===== src/rtl/axi_ar_arbiter_if.sv =====
// Bundle of the shared AR channel, per-master request lanes and R-channel monitor taps.
// The slave modport is the arbiter's view; the master modport is the surrounding environment's view.
interface axi_ar_arbiter_if #(
  parameter int NUM_MASTERS     = 4,
  parameter int ADDR_WIDTH      = 32,
  parameter int ID_WIDTH        = 32,
  parameter int MAX_OUTSTANDING = 8
);
  localparam int IDX_W = $clog2(NUM_MASTERS);
  localparam int CNT_W = $clog2(MAX_OUTSTANDING + 1);

  logic [NUM_MASTERS-1:0]            s_arvalid;
  logic [NUM_MASTERS-1:0]            s_arready;
  logic [NUM_MASTERS*ID_WIDTH-1:0]   s_arid;
  logic [NUM_MASTERS*ADDR_WIDTH-1:0] s_araddr;
  logic [NUM_MASTERS*8-1:0]          s_arlen;
  logic [NUM_MASTERS*3-1:0]          s_arsize;
  logic [NUM_MASTERS*2-1:0]          s_arburst;
  logic [NUM_MASTERS*4-1:0]          s_arqos;

  logic                  m_arvalid;
  logic                  m_arready;
  logic [ID_WIDTH-1:0]   m_arid;
  logic [ADDR_WIDTH-1:0] m_araddr;
  logic [7:0]            m_arlen;
  logic [2:0]            m_arsize;
  logic [1:0]            m_arburst;
  logic [3:0]            m_arqos;
  logic [IDX_W-1:0]      m_grant;

  logic                  rvalid;
  logic                  rready;
  logic                  rlast;

  logic [CNT_W-1:0]      outstanding;
  logic                  err_underflow;

  modport slave (
    input  s_arvalid, s_arid, s_araddr, s_arlen, s_arsize, s_arburst, s_arqos,
    input  m_arready, rvalid, rready, rlast,
    output s_arready, m_arvalid, m_arid, m_araddr, m_arlen, m_arsize, m_arburst, m_arqos,
    output m_grant, outstanding, err_underflow
  );

  modport master (
    output s_arvalid, s_arid, s_araddr, s_arlen, s_arsize, s_arburst, s_arqos,
    output m_arready, rvalid, rready, rlast,
    input  s_arready, m_arvalid, m_arid, m_araddr, m_arlen, m_arsize, m_arburst, m_arqos,
    input  m_grant, outstanding, err_underflow
  );
endinterface


===== src/rtl/axi_ar_arbiter.sv =====
// Round-robin AR-channel arbiter with a registered output stage and an outstanding-burst cap.
// Optional macro AXI_AR_ARB_QOS_EN restricts arbitration to the highest-arqos valid requesters.
module axi_ar_arbiter #(
  parameter int NUM_MASTERS     = 4,
  parameter int ADDR_WIDTH      = 32,
  parameter int ID_WIDTH        = 32,
  parameter int MAX_OUTSTANDING = 8
) (
  input logic              sig_clock,
  input logic              sig_reset,
  axi_ar_arbiter_if.slave  bus
);
  localparam int IDX_W = $clog2(NUM_MASTERS);
  localparam int CNT_W = $clog2(MAX_OUTSTANDING + 1);

  typedef enum logic {IDLE = 1'b0, HOLD = 1'b1} state_t;

  state_t                 state, state_n;
  logic [IDX_W-1:0]       rr_ptr;
  logic [IDX_W-1:0]       winner;
  logic [IDX_W-1:0]       cand;
  logic [NUM_MASTERS-1:0] eligible;
  logic                   found;
  logic                   grant;
  logic                   ar_fire;
  logic                   r_done;
  logic [CNT_W-1:0]       count;

`ifdef AXI_AR_ARB_QOS_EN
  logic [3:0] max_qos;

  always_comb begin
    max_qos  = '0;
    eligible = '0;
    for (int i = 0; i < NUM_MASTERS; i++)
      if (bus.s_arvalid[i] && bus.s_arqos[i*4 +: 4] > max_qos) max_qos = bus.s_arqos[i*4 +: 4];
    for (int i = 0; i < NUM_MASTERS; i++)
      eligible[i] = bus.s_arvalid[i] && (bus.s_arqos[i*4 +: 4] == max_qos);
  end
`else
  assign eligible = bus.s_arvalid;
`endif

  // First eligible index at or above rr_ptr, wrapping modulo NUM_MASTERS.
  // NOTE: every variable written here gets a default first, so no path leaves it unassigned and no latch is inferred.
  always_comb begin
    winner = '0;
    cand   = '0;
    found  = 1'b0;
    for (int i = 0; i < NUM_MASTERS; i++) begin
      cand = IDX_W'((int'(rr_ptr) + i) % NUM_MASTERS);
      if (!found && eligible[cand]) begin
        winner = cand;
        found  = 1'b1;
      end
    end
  end

  // The cap uses the registered count, so an rlast beat this cycle only frees a slot next cycle.
  assign grant   = sig_reset && (state == IDLE) && found && (count < CNT_W'(MAX_OUTSTANDING));
  assign ar_fire = bus.m_arvalid && bus.m_arready;
  assign r_done  = bus.rvalid && bus.rready && bus.rlast;

  always_comb begin
    bus.s_arready = '0;
    if (grant) bus.s_arready[winner] = 1'b1;
  end

  // NOTE: sequential state uses non-blocking assignments so every flop samples pre-edge values.
  always_ff @(posedge sig_clock or negedge sig_reset) begin
    if (!sig_reset) state <= IDLE;
    else            state <= state_n;
  end

  always_comb begin
    state_n = state;
    case (state)
      IDLE:    if (grant) state_n = HOLD;
      HOLD:    if (bus.m_arready) state_n = IDLE;
      default: state_n = IDLE;
    endcase
  end

  // Decoded straight from the state flop, so an async reset drops it without waiting for a clock.
  assign bus.m_arvalid = (state == HOLD);

  // NOTE: the payload register is reset too, because the channel must present all-zero fields out of reset.
  always_ff @(posedge sig_clock or negedge sig_reset) begin
    if (!sig_reset) begin
      bus.m_arid    <= '0;
      bus.m_araddr  <= '0;
      bus.m_arlen   <= '0;
      bus.m_arsize  <= '0;
      bus.m_arburst <= '0;
      bus.m_arqos   <= '0;
      bus.m_grant   <= '0;
      rr_ptr        <= '0;
    end else if (grant) begin
      bus.m_arid    <= bus.s_arid[winner*ID_WIDTH +: ID_WIDTH];
      bus.m_araddr  <= bus.s_araddr[winner*ADDR_WIDTH +: ADDR_WIDTH];
      bus.m_arlen   <= bus.s_arlen[winner*8 +: 8];
      bus.m_arsize  <= bus.s_arsize[winner*3 +: 3];
      bus.m_arburst <= bus.s_arburst[winner*2 +: 2];
      bus.m_arqos   <= bus.s_arqos[winner*4 +: 4];
      bus.m_grant   <= winner;
      rr_ptr        <= IDX_W'((int'(winner) + 1) % NUM_MASTERS);
    end
  end

  // Simultaneous issue and completion cancel; a completion with nothing in flight is an error.
  always_ff @(posedge sig_clock or negedge sig_reset) begin
    if (!sig_reset) begin
      count             <= '0;
      bus.err_underflow <= 1'b0;
    end else if (ar_fire && !r_done) begin
      count <= count + CNT_W'(1);
    end else if (r_done && !ar_fire) begin
      if (count == '0) bus.err_underflow <= 1'b1;
      else             count <= count - CNT_W'(1);
    end
  end

  assign bus.outstanding = count;

endmodule


===== src/flat_wrapper.sv =====
// flat-port wrapper written by rule: the top's interface ports become plain ports
module axi_ar_arbiter_flat 
#(
  parameter int NUM_MASTERS     = 4,
  parameter int ADDR_WIDTH      = 32,
  parameter int ID_WIDTH        = 32,
  parameter int MAX_OUTSTANDING = 8
)
  (sig_clock, sig_reset, bus_s_arvalid, bus_s_arid, bus_s_araddr, bus_s_arlen, bus_s_arsize, bus_s_arburst, bus_s_arqos, bus_m_arready, bus_rvalid, bus_rready, bus_rlast, bus_s_arready, bus_m_arvalid, bus_m_arid, bus_m_araddr, bus_m_arlen, bus_m_arsize, bus_m_arburst, bus_m_arqos, bus_m_grant, bus_outstanding, bus_err_underflow);
  axi_ar_arbiter_if #(.NUM_MASTERS(NUM_MASTERS), .ADDR_WIDTH(ADDR_WIDTH), .ID_WIDTH(ID_WIDTH), .MAX_OUTSTANDING(MAX_OUTSTANDING)) bus_i ();
  input logic sig_clock;
  input logic sig_reset;
  input wire logic [$bits(bus_i.s_arvalid)-1:0] bus_s_arvalid;
  input wire logic [$bits(bus_i.s_arid)-1:0] bus_s_arid;
  input wire logic [$bits(bus_i.s_araddr)-1:0] bus_s_araddr;
  input wire logic [$bits(bus_i.s_arlen)-1:0] bus_s_arlen;
  input wire logic [$bits(bus_i.s_arsize)-1:0] bus_s_arsize;
  input wire logic [$bits(bus_i.s_arburst)-1:0] bus_s_arburst;
  input wire logic [$bits(bus_i.s_arqos)-1:0] bus_s_arqos;
  input wire logic [$bits(bus_i.m_arready)-1:0] bus_m_arready;
  input wire logic [$bits(bus_i.rvalid)-1:0] bus_rvalid;
  input wire logic [$bits(bus_i.rready)-1:0] bus_rready;
  input wire logic [$bits(bus_i.rlast)-1:0] bus_rlast;
  output wire logic [$bits(bus_i.s_arready)-1:0] bus_s_arready;
  output wire logic [$bits(bus_i.m_arvalid)-1:0] bus_m_arvalid;
  output wire logic [$bits(bus_i.m_arid)-1:0] bus_m_arid;
  output wire logic [$bits(bus_i.m_araddr)-1:0] bus_m_araddr;
  output wire logic [$bits(bus_i.m_arlen)-1:0] bus_m_arlen;
  output wire logic [$bits(bus_i.m_arsize)-1:0] bus_m_arsize;
  output wire logic [$bits(bus_i.m_arburst)-1:0] bus_m_arburst;
  output wire logic [$bits(bus_i.m_arqos)-1:0] bus_m_arqos;
  output wire logic [$bits(bus_i.m_grant)-1:0] bus_m_grant;
  output wire logic [$bits(bus_i.outstanding)-1:0] bus_outstanding;
  output wire logic [$bits(bus_i.err_underflow)-1:0] bus_err_underflow;
  assign bus_i.s_arvalid = bus_s_arvalid;
  assign bus_i.s_arid = bus_s_arid;
  assign bus_i.s_araddr = bus_s_araddr;
  assign bus_i.s_arlen = bus_s_arlen;
  assign bus_i.s_arsize = bus_s_arsize;
  assign bus_i.s_arburst = bus_s_arburst;
  assign bus_i.s_arqos = bus_s_arqos;
  assign bus_i.m_arready = bus_m_arready;
  assign bus_i.rvalid = bus_rvalid;
  assign bus_i.rready = bus_rready;
  assign bus_i.rlast = bus_rlast;
  assign bus_s_arready = bus_i.s_arready;
  assign bus_m_arvalid = bus_i.m_arvalid;
  assign bus_m_arid = bus_i.m_arid;
  assign bus_m_araddr = bus_i.m_araddr;
  assign bus_m_arlen = bus_i.m_arlen;
  assign bus_m_arsize = bus_i.m_arsize;
  assign bus_m_arburst = bus_i.m_arburst;
  assign bus_m_arqos = bus_i.m_arqos;
  assign bus_m_grant = bus_i.m_grant;
  assign bus_outstanding = bus_i.outstanding;
  assign bus_err_underflow = bus_i.err_underflow;
  axi_ar_arbiter #(.NUM_MASTERS(NUM_MASTERS), .ADDR_WIDTH(ADDR_WIDTH), .ID_WIDTH(ID_WIDTH), .MAX_OUTSTANDING(MAX_OUTSTANDING)) u_core (.sig_clock(sig_clock), .sig_reset(sig_reset), .bus(bus_i));
endmodule

===== config.mk =====
export PLATFORM = sky130hd
export DESIGN_NAME = axi_ar_arbiter_flat
export DESIGN_NICKNAME = d
export VERILOG_FILES = /design/src/rtl/axi_ar_arbiter_if.sv /design/src/rtl/axi_ar_arbiter.sv /design/src/flat_wrapper.sv
export SDC_FILE = /design/constraint.sdc
export NUM_CORES = 1
export LEC_CHECK = 0
export CELL_PAD_IN_SITES_DETAIL_PLACEMENT = 1
export CELL_PAD_IN_SITES_GLOBAL_PLACEMENT = 1
export CORE_AREA = 2 2 167 169
export CTS_CLUSTER_DIAMETER = 60
export CTS_CLUSTER_SIZE = 28
export DETAILED_ROUTE_END_ITERATION = 8
export DIE_AREA = 0 0 169 171
export PLACE_DENSITY = 0.85
export RECOVER_POWER = 25
export SYNTH_ARGS = -nofsm -noshare
export SYNTH_HDL_FRONTEND = slang
export SYNTH_SLANG_ARGS = --single-unit

===== constraint.sdc =====
create_clock -name sig_clock -period 2.9 [get_ports sig_clock]
set_clock_uncertainty 0.05 [all_clocks]
set_input_delay 0.29 -clock sig_clock [delete_from_list [all_inputs] [get_ports sig_clock]]
set_output_delay 0.29 -clock sig_clock [all_outputs]
set_load 0.02 [all_outputs]

==> results of run 1 <==
layout by cell type, fill, tap and decap left out, types with 2 or more instances in the layout:
master           instances
nand3_4                  3
o211ai_1                81
ha_1                     4
buf_4                    8
diode_2                  2
xnor2_1                  3
clkbuf_8                 2
nor3_1                   2
nand2_1                 89
inv_1                    5
a211o_1                 81
clkbuf_16                9
dlymetal6s2s_1           2
buf_12                   8
a21oi_1                  2
o21ai_0                  6
nor2_1                   9
dfrtp_1                 91
clkdlybuf4s50_1        423
mux2i_1                 81
o31ai_1                 81
a21o_1                   3
clkinvlp_4               3
clkbuf_2                 2
nand4_1                 81
metrics by stage:
stage	setup slack, ns	hold WS (ns)	cells	area [µm²]	total power, µW
2_1_floorplan	0.664	-0.0556	735	6620	5400
3_3_place_gp	0.173	0.414	1430	11200	7940
3_5_place_dp	0.117	0.425	1430	11200	8130
4_1_cts	0.0290	0.0414	1446	11500	9460
5_1_grt	0.00710	0.436	1448	11600	9940
6_report	0.0983	0.411	1448	11600	9350
cells by family after synthesis:
kind of cell / Yosys count / share of synthesized area [%]
AO/OA/AOI/OAI: 260 / 30.7
multiplexers: 82 / 12.4
flip-flops: 91 / 34.4
adder cells (fa/ha/maj): 5 / 1.06
XOR/XNOR: 4 / 0.529
AND/OR/NAND/NOR: 193 / 14.3
buffers and inverters: 100 / 6.52
flip-flops by register name, indices dropped and copies added (netlist names):
register and count:
u_core.rr_ptr 2, u_core.bus.outstanding 4, u_core.bus.m_arburst 2, u_core.bus.m_arlen 8, u_core.bus.m_araddr 32, u_core.bus.m_grant 2
u_core.bus.m_arqos 4, u_core.bus.m_arid 32, u_core.bus.m_arvalid 1, u_core.bus.m_arsize 3, u_core.bus.err_underflow 1
cell type report:
cell class                 instances  area (µm²)  share of cell area, %
multi-input combinational        544        4010                   34.7
sequential                        91        2280                   19.7
antenna                            2        5.00                 0.0433
tap                              346         433                   3.75
clock buffer                      11         253                   2.19
inverter                           5        18.8                  0.162
timing repair buffer             444        4490                   38.9
clock inverter                     5        61.3                  0.531
worst paths after layout:
kind / depth (start not counted) / slack (ns) / endpoint
setup / recovery: 5 / 0.1 / bus_s_arready[2]
hold / removal: 3 / 0.41 / u_core.bus.m_arvalid
setup reg to reg: 6 / 0.53 / u_core.bus.m_araddr[6]
hold reg to reg: 1 / 0.44 / u_core.bus.err_underflow
max in group asynchronous: 2 / 1.55 / u_core.bus.m_araddr[6]
min in group asynchronous: 2 / 0.42 / u_core.bus.m_arlen[2]
timing repair:
item | 4_1_cts | 5_1_grt
setup endpoints to repair | 1 | 2
gates resized for setup | 1 | 3
buffers inserted | 0 | 0
gates cloned | 0 | 0
hold buffers | 0 | 0
power by group through the flow:
stage          Sequential, µW  Combinational, µW  Clock (µW)
3_5_place_dp             2300               5830           0
3_3_place_gp             2270               5670           0
4_1_cts                  2280               5840        1340
2_1_floorplan            2930               2470           0
6_report                 2280               5800        1280
5_1_grt                  2350               6200        1390
layer usage:
layer,part of all wire [%],vias up
li1,-,3622
met1,41,3980
met2,49,341
met3,7.6,39
met4,2.5,0
met5,0,-
worst register-to-register path, stage by stage (launching register included):
cell and delay (ns):
dfrtp_1 0.47, nor2b_2 0.23, a21o_1 0.20, a221o_4 0.40
nand2_4 0.10, buf_4 0.48, o211ai_1 0.28
==> results.toml, run 1 <==
[run_status]
status = "finished clean"

[logic_synthesis]
synthFlopType = "dfrtp_1"
yosysTopAreaCellShare_pct = 34.4
synth_edf_count = 0
yosysWarnings = 0
yosysMostFrequentCell = "dfrtp_1"
synth.yosys.seq_area_share_pct = 34.4
synthesis.nets = 1074
synthCells = 735
ys_ff_latch = 91
synth_area_leader_cell = "dfrtp_1"
synthTopCellsByArea = "dfrtp_1, mux2i_1, a211o_1, o211ai_1, o31ai_1"
synth_cell_types = 33
synth_area_mm2 = 0.00662
async_flop_share_pct = 100
synth_area_per_cell_um2 = 9.01
netlist_top_cells_count = "dfrtp_1, nand2_1"

[global_route]
busiest_layer = "met2"
antenna_found_initial = 2
use_met3_pct = 5.83
gr-total-overflow = 0
grt_max_degree = 101
grt_pass1_vias = 8446
use_met1_pct = 26.5
grt_use_met2_pct = 38.7
grt_pass1_wl_mm = 49.7
track_usage_pct = 22.2

[sta]
period_share_pct = 96.6
timing.fmax_mhz = 357
rsz0062_at_grt = "false"
setup_viol = 0
setup_tns_ns = 0
relSlewSlack_pct = 13.2
worstMarginPinSlew_ns = 1.30
finalHoldViolCount = 0
period_minus_slack_ns = 2.80
report.final.slew_viol_count = 0

[drt]
drtIter0Drc = 655
drc = 0
dr.pass1.iters = 4
drtAntennaViolNets = 0
wl_per_cell_um = 22.9
vias = 7982
wl_mm = 33.2
viasPerCell = 5.51

[flow_run]
drv_cap = 0

[worst_setup_path]
path_max_fanout = 7
crit_buf_inv = 1
crit_arrival_ns = 2.46
crit_path_max_incr_delay_ns = 0.64
worstPathRequired_ns = 2.56
r2r-start = "u_core.rr_ptr[1]"
cp_top_family = "buffers and inverters"
critical_path_class = "flip-flop to primary output"
crit_path_end_kind = "primary output"
critPathLaunch = "u_core.rr_ptr[1]"
worstPathCellList = "nor2b_2, a21o_1, a221o_4, nor3_1, clkdlybuf4s50_1"
startpoint_type = "flip-flop"
crit_slowest_cell = "clkdlybuf4s50_1"

[floorplanning]
ios = 427
core_mm2 = 0.0273
die_h_um = 171
initial_utilization_pct = 24.2
die_w_um = 169
die-area_mm2 = 0.0289
num_rows = 61

[power]
p_int_uw = 5150
seq_power_share_pct = 24.3
ir_worst_vdd_mv = 0.443
p_switching_uw = 4200
p_sw_share_pct = 44.9
p_leak_uw = 0.00457
power.density_mw_per_mm2 = 809
comb_power_share_pct = 62.0
pwr-share-clk_pct = 13.7

[placed_design]
routabilityCongestion = 0.823
portBuffers = 426
dp_hpwl_mm = 23.0

[cts]
root_buffer = "clkbuf_16"
htreeDepth = 3
clock-sinks = 91
clk_latency_ns = 0.35
cts_buffer_depth = 2
cts_tree = "done"
clk_pin_slew_worst_paths_ns = 0.07
cts_buffers = 9

[min_path]
hold_path.class = "input pin to flip-flop"
min_from = "sig_reset"

[final_layout]
drive_above_1_share_pct = 4.36
fin_util_pct = 42.3
fill_cells = 3103
syn2layout_area_growth_pct = 74.5
finish.net_count = 1434
No activity file was read; power rests on OpenSTA's default activity.
==> run 2, diff against run 1 <==
--- a/config.mk
+++ b/config.mk
@@ -7,12 +7,13 @@
 export LEC_CHECK = 0
 export CELL_PAD_IN_SITES_DETAIL_PLACEMENT = 1
 export CELL_PAD_IN_SITES_GLOBAL_PLACEMENT = 1
-export CORE_AREA = 2 2 167 169
+export CORE_ASPECT_RATIO = 1.2
+export CORE_MARGIN = 2
+export CORE_UTILIZATION = 23
 export CTS_CLUSTER_DIAMETER = 60
 export CTS_CLUSTER_SIZE = 28
 export DETAILED_ROUTE_END_ITERATION = 8
-export DIE_AREA = 0 0 169 171
-export PLACE_DENSITY = 0.85
+export PLACE_DENSITY = 0.84
 export RECOVER_POWER = 25
 export SYNTH_ARGS = -nofsm -noshare
 export SYNTH_HDL_FRONTEND = slang
==> constraint.sdc (replaced) <==
create_clock -name sig_clock -period 2.5 [get_ports sig_clock]
set_clock_uncertainty 0.05 [all_clocks]
set_input_delay 0.25 -clock sig_clock [delete_from_list [all_inputs] [get_ports sig_clock]]
set_output_delay 0.25 -clock sig_clock [all_outputs]
set_load 0.02 [all_outputs]
==> run 2 against run 1 <==
  * Via count increased by 1.7%
  * Critical path depth unchanged
  * Combinational power increased by 18%
  * First-iteration DRC count decreased by 32%
  * Non-clock buffer count increased by 10
  * Power increased by 19%
  * Utilization decreased by 1.1 points
  * Register-to-register slack got worse by 0.34 ns
  * Worst hold slack got worse by 0.19 ns
  * Sequential cell count unchanged
  * Die area increased by 4.4%
  * Critical path type unchanged
  * Largest cell class unchanged
==> results.toml, run 2 (same netlist as run 1, synthesis figures left out) <==
[global_route]
grt_max_degree = 87
grt_pass1_vias = 9077
grt_pass1_wl_mm = 53.2
track_usage_pct = 22.7
antenna_found_initial = 2
gr-total-overflow = 0

[final_layout]
finish.net_count = 1444
drive_above_1_share_pct = 5.50
finalNonFillerCells = 1495
n_antenna_cell = 0
layout_commonest_cell = "clkdlybuf4s50_1"
layout_common_cells = "clkdlybuf4s50_1, dfrtp_1, nand2_1"
top_regs = "u_core.bus.m_araddr x32, u_core.bus.m_arid x32, u_core.bus.m_arlen x8"
syn2layout_area_growth_pct = 77.9
fill_cells = 3300

[sta]
rsz0062_at_grt = "true"
report.final.slew_viol_count = 0
finalHoldViolCount = 0
period_share_pct = 98.0
timing.fmax_mhz = 408
relSlewSlack_pct = 54.5
setup_viol = 0
worstMarginPinSlew_ns = 0.683
setup_tns_ns = 0
worst_slack_ns = 0.0506
period_minus_slack_ns = 2.45
whs_ns = 0.226

[flow_run]
drv_cap = 0

[worst_setup_path]
crit_slowest_cell = "dfrtp_2"
crit_arrival_ns = 2.15
crit_path_max_incr_delay_ns = 0.47
worstPathCellList = "nor2b_1, a21o_1, a221o_4, nor3_2, clkdlybuf4s15_2"
critical_path_class = "flip-flop to primary output"
crit_buf_inv = 1
crit_path_end_kind = "primary output"
startpoint_type = "flip-flop"
cp_top_family = "compound AO/OA/AOI/OAI gates"
worstPathRequired_ns = 2.20
path_max_fanout = 7

[floorplanning]
ios = 427
die_w_um = 159
die-area_mm2 = 0.0302
core_mm2 = 0.0286
num_rows = 68
die_h_um = 190
initial_utilization_pct = 23.2

[drt]
drc = 0
drtIter0Drc = 448
vias = 8121
viasPerCell = 5.43
drtAntennaViolNets = 0
wl_per_cell_um = 23.3
wl_mm = 34.8
dr.pass1.iters = 4

[cts]
root_buffer = "clkbuf_16"
cts_buffers = 9
cts_tree = "done"
clk_pin_slew_worst_paths_ns = 0.08
clock-sinks = 91
cts_buffer_depth = 2
htreeDepth = 3
post-cts-setup-buffers = 0
clk_latency_ns = 0.36

[power]
ir_worst_vdd_mv = 0.528
power.density_mw_per_mm2 = 945
p_leak_uw = 0.00467
total_power_uw = 11100

[placed_design]
place_ws_ns = -0.255
portBuffers = 426
dp_hpwl_mm = 24.7
place_inst = 1478
routabilityCongestion = 0.820

[min_path]
hold_path.class = "input pin to asynchronous set/reset pin"

[run_status]
status = "finished clean"
-- run 2: path summary, 6_finish.rpt --
path / depth (start not counted) / end / slack [ns] / start
max in group asynchronous: 4 / u_core.bus.m_arid[30] / 0.63 / sig_reset
worst min-delay path: 2 / u_core.rr_ptr[0] / 0.23 / sig_reset
worst max-delay path: 5 / bus_s_arready[3] / 0.05 / u_core.rr_ptr[1]
worst min register to register: 1 / u_core.bus.err_underflow / 0.41 / u_core.bus.err_underflow
min in group sig_clock: 1 / u_core.bus.err_underflow / 0.41 / u_core.bus.err_underflow
worst max register to register: 6 / u_core.bus.m_arlen[6] / 0.19 / u_core.rr_ptr[1]
-- run 2: metal layers --
metal  share of wire, %  vias to the layer above  track usage [%]  routed length [µm]
li1                   -                     3630                -                   -
met1                 37                     4016             24.1               12700
met2                 51                      391             41.0               17700
met3                7.9                       80             6.98                2740
met4                4.7                        4             10.8                1640
met5              0.078                        -                0                  27
-- run 2: what timing repair did --
item                                    CTS  global route
endpoints found under the hold margin     9             0
resized for setup                        12             3
hold buffers                              1             0
endpoints found under the setup margin    5             3
-- run 2: cell type report --
class                           instances  area [µm²]  share of cell area (%)
Clock inverter                          4        97.6                   0.829
Multi-Input combinational cell        544        4020                    34.2
Timing Repair Buffer                  454        4630                    39.3
Tap cell                              385         482                    4.09
Clock buffer                           12         246                    2.09
Inverter                                5        18.8                   0.159
Sequential cell                        91        2280                    19.3
-- run 2: report_power, final --
group,total (µW),switching (µW),internal [µW]
clock network,1660,654,1010
registers,2640,468,2170
logic,6820,3820,3000
total,11100,4940,6180
-- run 2: per-stage QoR --
stage	instance area [µm²]	utilization, %
2_1_floorplan	6620	-
3_3_place_gp	11400	39.9
3_5_place_dp	11400	39.9
4_1_cts	11800	41.2
5_1_grt	11800	41.2
6_report	11800	41.2
==> run 3, diff against run 2 <==
--- a/config.mk
+++ b/config.mk
@@ -7,14 +7,15 @@
 export LEC_CHECK = 0
 export CELL_PAD_IN_SITES_DETAIL_PLACEMENT = 1
 export CELL_PAD_IN_SITES_GLOBAL_PLACEMENT = 1
-export CORE_ASPECT_RATIO = 1.2
-export CORE_MARGIN = 2
-export CORE_UTILIZATION = 23
+export CORE_AREA = 2 2 167 169
 export CTS_CLUSTER_DIAMETER = 60
 export CTS_CLUSTER_SIZE = 28
 export DETAILED_ROUTE_END_ITERATION = 8
-export PLACE_DENSITY = 0.84
+export DIE_AREA = 0 0 169 171
+export HOLD_SLACK_MARGIN = 0.02
+export PLACE_DENSITY = 0.85
 export RECOVER_POWER = 25
+export SKIP_CTS_REPAIR_TIMING = 1
 export SYNTH_ARGS = -nofsm -noshare
 export SYNTH_HDL_FRONTEND = slang
 export SYNTH_SLANG_ARGS = --single-unit
==> constraint.sdc (replaced) <==
create_clock -name sig_clock -period 2.9 [get_ports sig_clock]
set_clock_uncertainty 0.05 [all_clocks]
set_input_delay 0.29 -clock sig_clock [delete_from_list [all_inputs] [get_ports sig_clock]]
set_output_delay 0.29 -clock sig_clock [all_outputs]
set_load 0.02 [all_outputs]
==> run 3 against run 2 <==
  * Final area shrank 1.9%
  * Critical path type unchanged
  * Non-clock buffer count down 10
  * Cell count shrank 3.1%
  * Routed wire length shrank 4.6%
  * Highest routed layer is now met4
  * Critical endpoint is now bus_s_arready[2]
  * Combinational power shrank 15%
  * Via count is 1.9% lower
  * First-iteration DRC count up 43%
==> results.toml, run 3 (same netlist as run 1, synthesis figures left out) <==
[power]
ir_worst_vdd_mv = 0.443
power.density_mw_per_mm2 = 810
p_leak_uw = 0.00457

[final_layout]
drive_above_1_share_pct = 4.36
layout_common_cells = "clkdlybuf4s50_1, dfrtp_1, nand2_1"
regArea_mm2 = 0.00228
syn2layout_area_growth_pct = 74.5
top_regs = "u_core.bus.m_araddr x32, u_core.bus.m_arid x32, u_core.bus.m_arlen x8"
finish.net_count = 1434
layout_commonest_cell = "clkdlybuf4s50_1"
multi_input_area_mm2 = 0.00401
fill_cells = 3103
fin_util_pct = 42.3

[cts]
clk_latency_ns = 0.35
cts_buffer_depth = 2
clock-sinks = 91
root_buffer = "clkbuf_16"
cts_buffers = 9
cts_tree = "done"
htreeDepth = 3
clk_pin_slew_worst_paths_ns = 0.07

[sta]
relSlewSlack_pct = 13.2
report.final.slew_viol_count = 0
setup_viol = 0
worstMarginPinSlew_ns = 1.30
period_minus_slack_ns = 2.83
worst_slack_ns = 0.0722
rsz0062_at_grt = "false"
timing.fmax_mhz = 354
period_share_pct = 97.5
finalHoldViolCount = 0

[worst_setup_path]
crit_path_end_kind = "primary output"
crit_slowest_cell = "clkdlybuf4s50_1"
crit_path_max_incr_delay_ns = 0.64
worstPathRequired_ns = 2.56
cp_top_family = "buffers and inverters"
path_max_fanout = 7
crit_arrival_ns = 2.49
crit_buf_inv = 1
r2r_slack_ns = 0.52
startpoint_type = "flip-flop"
worstPathCellList = "nor2b_2, a21o_1, a221o_4, nor3_1, clkdlybuf4s50_1"
critical_path_class = "flip-flop to primary output"

[drt]
viasPerCell = 5.50
drc = 0
wl_mm = 33.2
drtAntennaViolNets = 0
drtIter0Drc = 642
wl_per_cell_um = 22.9
dr.pass1.iters = 4
vias = 7968

[floorplanning]
num_rows = 61
core_mm2 = 0.0273
die_h_um = 171
ios = 427
die_w_um = 169
die-area_mm2 = 0.0289
initial_utilization_pct = 24.2

[global_route]
gr-total-overflow = 0
antenna_found_initial = 2
track_usage_pct = 22.2
grt_max_degree = 101
grt_pass1_wl_mm = 49.7
grt_pass1_vias = 8442

[placed_design]
routabilityCongestion = 0.823
dp_hpwl_mm = 23.0
place_ws_ns = 0.117
portBuffers = 426

[run_status]
status = "finished clean"

[min_path]
hold_path.class = "input pin to flip-flop"

[flow_run]
drv_cap = 0
[run 3: changes by cell type in the layout (fill, tap and decap cells not counted), moves of 2 or more]
cell	delta
bufinv_16	-2
clkinvlp_4	+2
diode_2	+2
clkdlybuf4s50_1	+23
buf_4	-7
dlygate4sd3_1	-22
dlymetal6s2s_1	+2
dlygate4sd2_1	-2
buf_12	-5
[run 3: per-stage QoR]
stage | hold slack, ns | setup TNS (ns) | std cells | power (µW) | area [µm²]
after floorplan | -0.0556 | 0 | 735 | 5400 | 6620
after global placement | 0.414 | 0 | 1430 | 7940 | 11200
after detailed placement | 0.425 | 0 | 1430 | 8130 | 11200
after CTS | 0.0414 | -0.0572 | 1446 | 9460 | 11500
after global routing | 0.436 | 0 | 1448 | 9940 | 11600
final | 0.411 | 0 | 1448 | 9360 | 11600
[run 3: path summary, 6_finish.rpt]
| check | depth (start not counted) | end | startpoint |
|---|---|---|---|
| max | 5 | bus_s_arready[2] | u_core.rr_ptr[1] |
| min | 3 | u_core.bus.m_arvalid | sig_reset |
| max reg2reg | 6 | u_core.bus.m_araddr[6] | u_core.rr_ptr[1] |
| min reg2reg | 1 | u_core.bus.err_underflow | u_core.bus.err_underflow |
| max in group asynchronous | 2 | u_core.bus.m_araddr[6] | sig_reset |
| min in group asynchronous | 2 | u_core.bus.m_arlen[2] | sig_reset |
[run 3: area by class of cell]
cell class                 count  area share, %
timing repair buffer         444           38.9
multi-input combinational    544           34.7
sequential                    91           19.7
tap                          346           3.75
clock buffer                  11           2.19
clock inverter                 5          0.531
inverter                       5          0.162
antenna                        2         0.0433
[run 3: where the power goes]
part / total [µW] / switching (µW) / internal [µW]
clock network: 1280 / 561 / 719
registers: 2280 / 404 / 1870
logic: 5800 / 3240 / 2560
total: 9360 / 4210 / 5150
[run 3: worst register-to-register path, delay by kind of cell, from the launching register on]
kind,cells,cell delay [ns]
DFF,1,0.47
AOI/OAI and AO/OA,3,0.88
and+or+nand+nor,2,0.34
buffers and inverters,1,0.48
[run 3: layer usage]
layer / global-route usage (%) / wire length, µm / vias up
met3: 5.83 / 2520 / 39
met4: 7.40 / 816 / 0
met2: 38.7 / 16400 / 341
met1: 26.5 / 13500 / 3968
met5: 0 / 0 / -
li1: - / - / 3620
==> edit, RTL diff (settings of run 1) <==
Reset style: synchronous (`sig_reset`), changed in 3 clocked blocks. Comments in the files are not updated.
--- a/src/rtl/axi_ar_arbiter.sv
+++ b/src/rtl/axi_ar_arbiter.sv
@@ -69,3 +69,3 @@
   // NOTE: sequential state uses non-blocking assignments so every flop samples pre-edge values.
-  always_ff @(posedge sig_clock or negedge sig_reset) begin
+  always_ff @(posedge sig_clock) begin
     if (!sig_reset) state <= IDLE;
@@ -87,3 +87,3 @@
   // NOTE: the payload register is reset too, because the channel must present all-zero fields out of reset.
-  always_ff @(posedge sig_clock or negedge sig_reset) begin
+  always_ff @(posedge sig_clock) begin
     if (!sig_reset) begin
@@ -110,3 +110,3 @@
   // Simultaneous issue and completion cancel; a completion with nothing in flight is an error.
-  always_ff @(posedge sig_clock or negedge sig_reset) begin
+  always_ff @(posedge sig_clock) begin
     if (!sig_reset) begin
Check against the original RTL: differs if sig_reset is asserted again (counterexample within 4 cycles, from zero or initial values and one cycle with sig_reset low); with sig_reset held inactive, the same outputs for 4 cycles.
==> edit against run 1 <==
Total power shrank 30%; setup slack gained 0.0032 ns; sequential cell count is the same; routed wire length shrank 15%; combinational power shrank 40%; global-route usage shrank 3.7 points; non-clock buffer count grew 14; synthesized area shrank 16%; core utilization shrank 3.4 points; synthesized cell count shrank 14%; sequential power shrank 18%; final area shrank 8.0%.
==> edit: results (changes against run 1) <==
antenna fix cells 0 (-2); Slew HR 60.1% (+47 points); met3 Use GR 3.65% (-2.2 points); global-route wire length before repair 41.4 mm (-17%); 1st-iter DRT viols 332 (-49%); flop-to-flop setup slack 0.55 ns (+0.02 ns); met2 wire length 14.7 mm (-9.9%); post-synthesis sequential area ratio 32.7% (-1.7 points); layout cells sized above 1 9.73% (+5.4 points); initial antenna violation count 0 (-2); status finished clean; final hold slack 0.310 ns (-0.101 ns); reg2reg end u_core.bus.m_araddr[26]; Hold Path Depth 3 (unchanged); GR met2 Demand/Resource 35.0% (-3.7 points); WL met1 10.8 mm (-19%); Worst VDD drop 0.249 mV (-44%); Setup Buffers After CTS 0 (unchanged); Total GRT Usage 18.5% (-3.7 points); GP Congestion 0.830 (+0.85%); Final setup viols 0 (unchanged); post-synth cell types 41 (+24%); pin count of the biggest net entering global routing 82 (-19%); vias in the first global route 7363 (-13%); Synth Net Count 973 (-9.4%); Layout Nets 1372 (-4.3%); Max Clk Rate 357 MHz (+0.11%); met3 wire len 1.73 mm (-32%); Detail Route Antenna Nets 0 (unchanged); routed len/inst 20.3 µm (-11%); syn_area_per_cell 8.79 µm² (-2.4%); slowest cell delay on critical path 0.68 ns (+0.04 ns); worst slack at placement 0.0224 ns (-0.0942 ns); synth top area cells dfxtp_1 (33%), a211oi_1 (10%), mux2_2 (8.5%), a221o_1 (7.9%), a21oi_1 (7.8%); Commonest cells post-synth dfxtp_1 (91), a21oi_1 (87), a211oi_1 (74), o21ai_0 (47), clkbuf_1 (46); DP Area 0.0103 mm² (-8.0%); worst flop-to-flop path startpoint u_core.rr_ptr[1]; met1 Usage GRT 20.2% (-6.3 points); origin of the worst setup path bus_s_arvalid[2]; Leak 4.15 nW (-9.3%); post-DP HPWL 21.9 mm (-4.6%); total number of vias 6872 (-14%)
## edit: cell count changes in the layout (fill, tap and decap cells not counted), sizes merged, moves of 43 or more
cell / change
clkdlybuf4s50: -46
a211oi: +74
dfxtp: +91
a21oi: +84
dlygate4sd3: +46
nand2: -80
dfrtp: -91
a221o: +43
o211ai: -80
nand4: -81
mux2: +43
a211o: -81
o31ai: -81
## edit: cell families after synthesis
kind of cell | share of synthesized area [%]
multiplexers | 15.9
XOR/XNOR | 0.471
flip-flops | 32.7
AO/OA/AOI/OAI | 31.6
adder cells (fa/ha/maj) | 1.26
AND/OR/NAND/NOR | 11.2
buffers and inverters | 6.82
## edit: area by class of cell
class                           count  area, µm²
Multi-Input combinational cell    469       3440
Tap cell                          346        433
Inverter                            4       15.0
Sequential cell                    91       1820
Clock inverter                      5       61.3
Clock buffer                       11        243
Fill cell                        3156      16700
Timing Repair Buffer              458       4620
## edit: power breakdown
group	internal (mW)	switching, mW
sequential	1.64	0.236
combinational	1.71	1.75
clock	0.698	0.567
